## config.mk

```make
export PLATFORM = sky130hd
export DESIGN_NAME = mem_wb_stage
export DESIGN_NICKNAME = d
export VERILOG_FILES = /design/src/rtl/wb_pkg.sv /design/src/rtl/load_ext.sv /design/src/rtl/mem_wb_stage.sv
export SDC_FILE = /design/constraint.sdc
export NUM_CORES = 1
export LEC_CHECK = 0
export ABC_AREA = 1
export BUFFER_PORTS_ARGS = -buffer_cell sky130_fd_sc_hd__buf_2
export CORE_ASPECT_RATIO = 1.5
export CORE_UTILIZATION = 50
export DETAILED_ROUTE_END_ITERATION = 16
export GPL_ROUTABILITY_DRIVEN = 0
export PLACE_DENSITY = 0.75
export REMOVE_ABC_BUFFERS = 1
export SYNTH_ARGS = -nofsm -noshare
export SYNTH_HDL_FRONTEND = slang
export SYNTH_SLANG_ARGS = --single-unit
export TNS_END_PERCENT = 10
```

## constraint.sdc

```tcl
create_clock -name clk -period 24.9 [get_ports clk]
set_input_delay 7.47 -clock clk [delete_from_list [all_inputs] [get_ports clk]]
set_output_delay 7.47 -clock clk [all_outputs]
set_load 0.02 [all_outputs]
```

## src/rtl/wb_pkg.sv

```systemverilog
// Shared encodings for the MEM/WB writeback stage.
// Result-select codes and load funct3 values.
package wb_pkg;

    localparam logic [1:0] RES_ALU  = 2'b00;
    localparam logic [1:0] RES_LOAD = 2'b01;
    localparam logic [1:0] RES_PC4  = 2'b10;
    localparam logic [1:0] RES_CSR  = 2'b11;

    localparam logic [2:0] F3_LB  = 3'b000;
    localparam logic [2:0] F3_LH  = 3'b001;
    localparam logic [2:0] F3_LW  = 3'b010;
    localparam logic [2:0] F3_LBU = 3'b100;
    localparam logic [2:0] F3_LHU = 3'b101;

endpackage

```

## src/rtl/load_ext.sv

```systemverilog
// Load lane extraction with sign/zero extension.
// Also reports natural-alignment violations.
module load_ext
    import wb_pkg::*;
(
    input  logic [31:0] word_i,
    input  logic [1:0]  offset_i,
    input  logic [2:0]  funct3_i,
    output logic [31:0] data_o,
    output logic        misaligned_o
);

    logic [7:0]  byte_v;
    logic [15:0] half_v;

    assign byte_v = word_i[{offset_i, 3'b000} +: 8];
    assign half_v = offset_i[1] ? word_i[31:16] : word_i[15:0];

    // Select lane, extend, and flag misalignment; unknown funct3 passes the word
    always_comb begin
        data_o       = word_i;
        misaligned_o = 1'b0;
        case (funct3_i)
            F3_LB:  data_o = {{24{byte_v[7]}}, byte_v};
            F3_LBU: data_o = {24'b0, byte_v};
            F3_LH: begin
                data_o       = {{16{half_v[15]}}, half_v};
                misaligned_o = offset_i[0];
            end
            F3_LHU: begin
                data_o       = {16'b0, half_v};
                misaligned_o = offset_i[0];
            end
            F3_LW:  misaligned_o = |offset_i;
            default: ;
        endcase
    end

endmodule

```

## src/rtl/mem_wb_stage.sv

```systemverilog
// MEM/WB pipeline register, result select and retire counter.
// Outputs depend only on registered state.
module mem_wb_stage
    import wb_pkg::*;
#(
    parameter int ADDRESS_WIDTH = 32,
    parameter int DATA_WIDTH    = 32,
    parameter int CNT_WIDTH     = 64
) (
    input  logic                     clk,
    input  logic                     rst,
    input  logic                     stall_w,
    input  logic                     flush_w,
    input  logic                     valid_m,
    input  logic                     reg_write_m,
    input  logic [1:0]               result_src_m,
    input  logic [2:0]               funct3_m,
    input  logic [DATA_WIDTH-1:0]    alu_result_m,
    input  logic [DATA_WIDTH-1:0]    read_data_m,
    input  logic [DATA_WIDTH-1:0]    csr_rdata_m,
    input  logic [ADDRESS_WIDTH-1:0] pc_plus4_m,
    input  logic [4:0]               rd_m,
    output logic [DATA_WIDTH-1:0]    result_w,
    output logic                     reg_write_w,
    output logic [4:0]               rd_w,
    output logic                     valid_w,
    output logic                     load_misaligned_w,
    output logic [CNT_WIDTH-1:0]     instret
);

    logic                     valid_q;
    logic                     reg_write_q;
    logic [1:0]               result_src_q;
    logic [2:0]               funct3_q;
    logic [DATA_WIDTH-1:0]    alu_result_q;
    logic [DATA_WIDTH-1:0]    read_data_q;
    logic [DATA_WIDTH-1:0]    csr_rdata_q;
    logic [ADDRESS_WIDTH-1:0] pc_plus4_q;
    logic [4:0]               rd_q;
    logic [CNT_WIDTH-1:0]     instret_q;
    logic [CNT_WIDTH-1:0]     instret_d;

    logic [31:0] load_data;
    logic        load_mis;
    logic        mis;

    // Pipeline register: flush inserts a bubble, stall holds, else capture
    always_ff @(posedge clk or posedge rst) begin
        if (rst) begin
            valid_q      <= 1'b0;
            reg_write_q  <= 1'b0;
            result_src_q <= '0;
            funct3_q     <= '0;
            alu_result_q <= '0;
            read_data_q  <= '0;
            csr_rdata_q  <= '0;
            pc_plus4_q   <= '0;
            rd_q         <= '0;
        end else if (flush_w) begin
            valid_q     <= 1'b0;
            reg_write_q <= 1'b0;
        end else if (!stall_w) begin
            valid_q      <= valid_m;
            reg_write_q  <= reg_write_m;
            result_src_q <= result_src_m;
            funct3_q     <= funct3_m;
            alu_result_q <= alu_result_m;
            read_data_q  <= read_data_m;
            csr_rdata_q  <= csr_rdata_m;
            pc_plus4_q   <= pc_plus4_m;
            rd_q         <= rd_m;
        end
    end

    load_ext u_load_ext (
        .word_i       (read_data_q),
        .offset_i     (alu_result_q[1:0]),
        .funct3_i     (funct3_q),
        .data_o       (load_data),
        .misaligned_o (load_mis)
    );

    assign mis = valid_q && (result_src_q == RES_LOAD) && load_mis;

    // Four-way writeback result select
    always_comb begin
        result_w = alu_result_q;
        case (result_src_q)
            RES_LOAD: result_w = load_data;
            RES_PC4:  result_w = DATA_WIDTH'(pc_plus4_q);
            RES_CSR:  result_w = csr_rdata_q;
            default:  ;
        endcase
    end

    assign valid_w           = valid_q;
    assign rd_w              = rd_q;
    assign load_misaligned_w = mis;
    assign reg_write_w       = valid_q && reg_write_q && (rd_q != 5'd0) && !mis;

    // Count an instruction when it leaves WB; a faulting load does not retire
    always_comb begin
        instret_d = instret_q;
        if (valid_q && !stall_w && !mis) begin
            instret_d = instret_q + CNT_WIDTH'(1);
        end
    end

    // Retire counter register
    always_ff @(posedge clk or posedge rst) begin
        if (rst) begin
            instret_q <= '0;
        end else begin
            instret_q <= instret_d;
        end
    end

    assign instret = instret_q;

endmodule

```

==> results.cfg <==
[clock_network]
postCtsHoldBufs = 0
ctsRootBufferMaster = clkbuf_16
cts_tree = built
htreeDepth = 1
cts_buffer_depth = 3
clkLatencyLatePin_ps = 500
numClockSinks = 204
clk_pin_slew_ps = 60
numCtsBuffers = 21
ctsResizeCount = 0
postCtsSetupRepairBufs = 0

[global_route]
antenna_found_initial = 6
grt_pass1_vias = 10131
grt_remaining_overflow = 0
grt_usage = 0.301
grt_max_degree = 144
grt_pass1_wl_um = 51300

[sta]
finalSetupViolCount = 0
max_freq_ghz = 0.0956
finalClockSkew_ps = 9.09
setup_tns_ps = 0
layout_setup_ws_ps = 14440
fin_crit_sh = 0.420
fin_crit_ps = 10460
finalHoldViolCount = 0
rsz0062_at_grt = no
tightest_slew_ps = 1210
max_slew_margin = 0.193
drv_slew = 0
hold_ws_ps = 471

[floorplanning]
die_height_um = 181
start_util = 0.507
fp.dieW_um = 121
core_area_mm2 = 0.0210
rows = 65
dieArea_mm2 = 0.0219
ios = 248

[layout]
layout_common_cells = nand2_1, buf_2, dfrtp_1
regArea_mm2 = 0.00510
multiInputGateArea_mm2 = 0.00469
fin_util = 0.606
nets = 1843
final_common_cell = nand2_1
drive_gt1_frac = 0.178
num-fill-cells = 2005
synthToLayoutAreaGrowth_pct = 19.5

[critical_path]
cp_data_required_time_ps = 17430
end_kind = output port
path_max_fanout = 33
critPathKind = flip-flop to output port
startpoint_type = flip-flop
cp.arrival_ps = 2990

[placement]
portBuffers = 247
hpwl_um = 23800
place_ws_ps = 15050

[synth]
ys_seq_area_frac = 0.480
yosysWarningCount = 0
ys_seq_elements = 204
netlist.area_leader.share = 0.480
avgSynthCellArea_um2 = 7.22
synth_area_mm2 = 0.0106
synth_area_leader_cell = dfrtp_1
synthTopCellsByArea = dfrtp_1, nand2_1, o21ai_0
ys_types = 33
postSynthCellCount = 1475

[power]
p_leak_uw = 0.00654
powerDensity_mw_per_mm2 = 67.0
peakVddDrop_uv = 57.4

[min_path]
hold_path_class = flip-flop to flip-flop

[drt]
avgViaCountPerCell = 5.28
drc_errors = 0
routedWlPerCell_um = 16.5
drtAntennaViolNets = 0
vias = 10485
drt_wl_total_um = 32700
drtIter0Drc = 684
drt_first_pass_iters = 8

[status]
status = completed

[flow_run]
max_cap_viol_count = 0
metrics by stage:
step                cell area, um^2  total power, uW  cells
floorplan                     10400              495   1421
global placement              12100              552   1943
detailed placement            12100              556   1943
CTS                           12700              859   1980
global route                  12700              894   1984
finish                        12700              852   1984
critical path, stage by stage (launching register included):
cell and delay (ps):
dfrtp_1 1090, nor3_1 130, nand2_1 270, nand2_1 450, a21oi_1 300, nand2_1 70, buf_2 160
registers in the layout, indices dropped and copies added (netlist names):
register and cells:
alu_result_q 32, csr_rdata_q 32, funct3_q 3, instret 64
pc_plus4_q 32, rd_w 5, read_data_q 32, reg_write_q 1
result_src_q 2, valid_w 1
report_power, final:
part           internal, uW  switching, uW  leakage, uW  total (uW)
clock                   170            131     0.000325         301
sequential              364           21.6      0.00260         385
combinational          54.4            112      0.00362         166
cells in the mapped netlist:
cell and n:
nor2_4 1, inv_2 3, o211ai_1 5, nand3_1 27, nor2_2 8, nand2_4 1
buf_1 1, nor2_1 145, a21oi_1 53, ha_1 1, o21ai_0 126, a31oi_1 1
nand4_1 11, nand3b_1 9, and2_1 6, inv_1 163, o21ai_1 2, xor2_1 23
nor3b_1 1, clkbuf_1 43, nor3_4 1, clkinv_1 2, o2111ai_1 6, nor4_1 2
xnor2_1 15, nand3_2 1, nor3_1 7, buf_2 8, a2111oi_0 1, dfrtp_1 204
o22ai_1 32, nand2_1 564, buf_6 2
final cells by class:
cell class / instances / share of cell area
multi-input cells: 1049 / 0.369
clock buffers: 31 / 0.0482
well taps: 268 / 0.0264
repair buffers: 254 / 0.101
diodes: 4 / 0.000787
flip-flops and latches: 204 / 0.401
inverters: 168 / 0.0502
clock inverters: 6 / 0.00266
logic make-up after synthesis:
kind of cell    count (synthesis)  synth area share
xor+xnor                       38            0.0313
flops                         204             0.480
simple gates                  784             0.294
fa+ha+maj                       1           0.00118
buf+inv                       222            0.0806
compound gates                226             0.114
metal layers:
| metal | global-route usage | vias to the layer above | part of all wire |
|---|---|---|---|
| li1 | - | 5067 | - |
| met1 | 0.333 | 4872 | 0.36 |
| met2 | 0.549 | 444 | 0.52 |
| met3 | 0.0423 | 98 | 0.073 |
| met4 | 0.157 | 4 | 0.054 |
| met5 | 0 | - | 0.00070 |
final timing paths:
check / start / endpoint / slack, ps / cells after the start
worst max-delay path: funct3_q[1] / result_w[29] / 14440 / 6
worst min-delay path: alu_result_q[15] / alu_result_q[15] / 470 / 2
worst max register to register: funct3_q[1] / instret[49] / 21640 / 11
worst min register to register: alu_result_q[15] / alu_result_q[15] / 470 / 2
max in group asynchronous: rst / instret[0] / 16220 / 3
min in group asynchronous: rst / alu_result_q[27] / 7140 / 2
No activity file was read; power rests on OpenSTA's default activity.
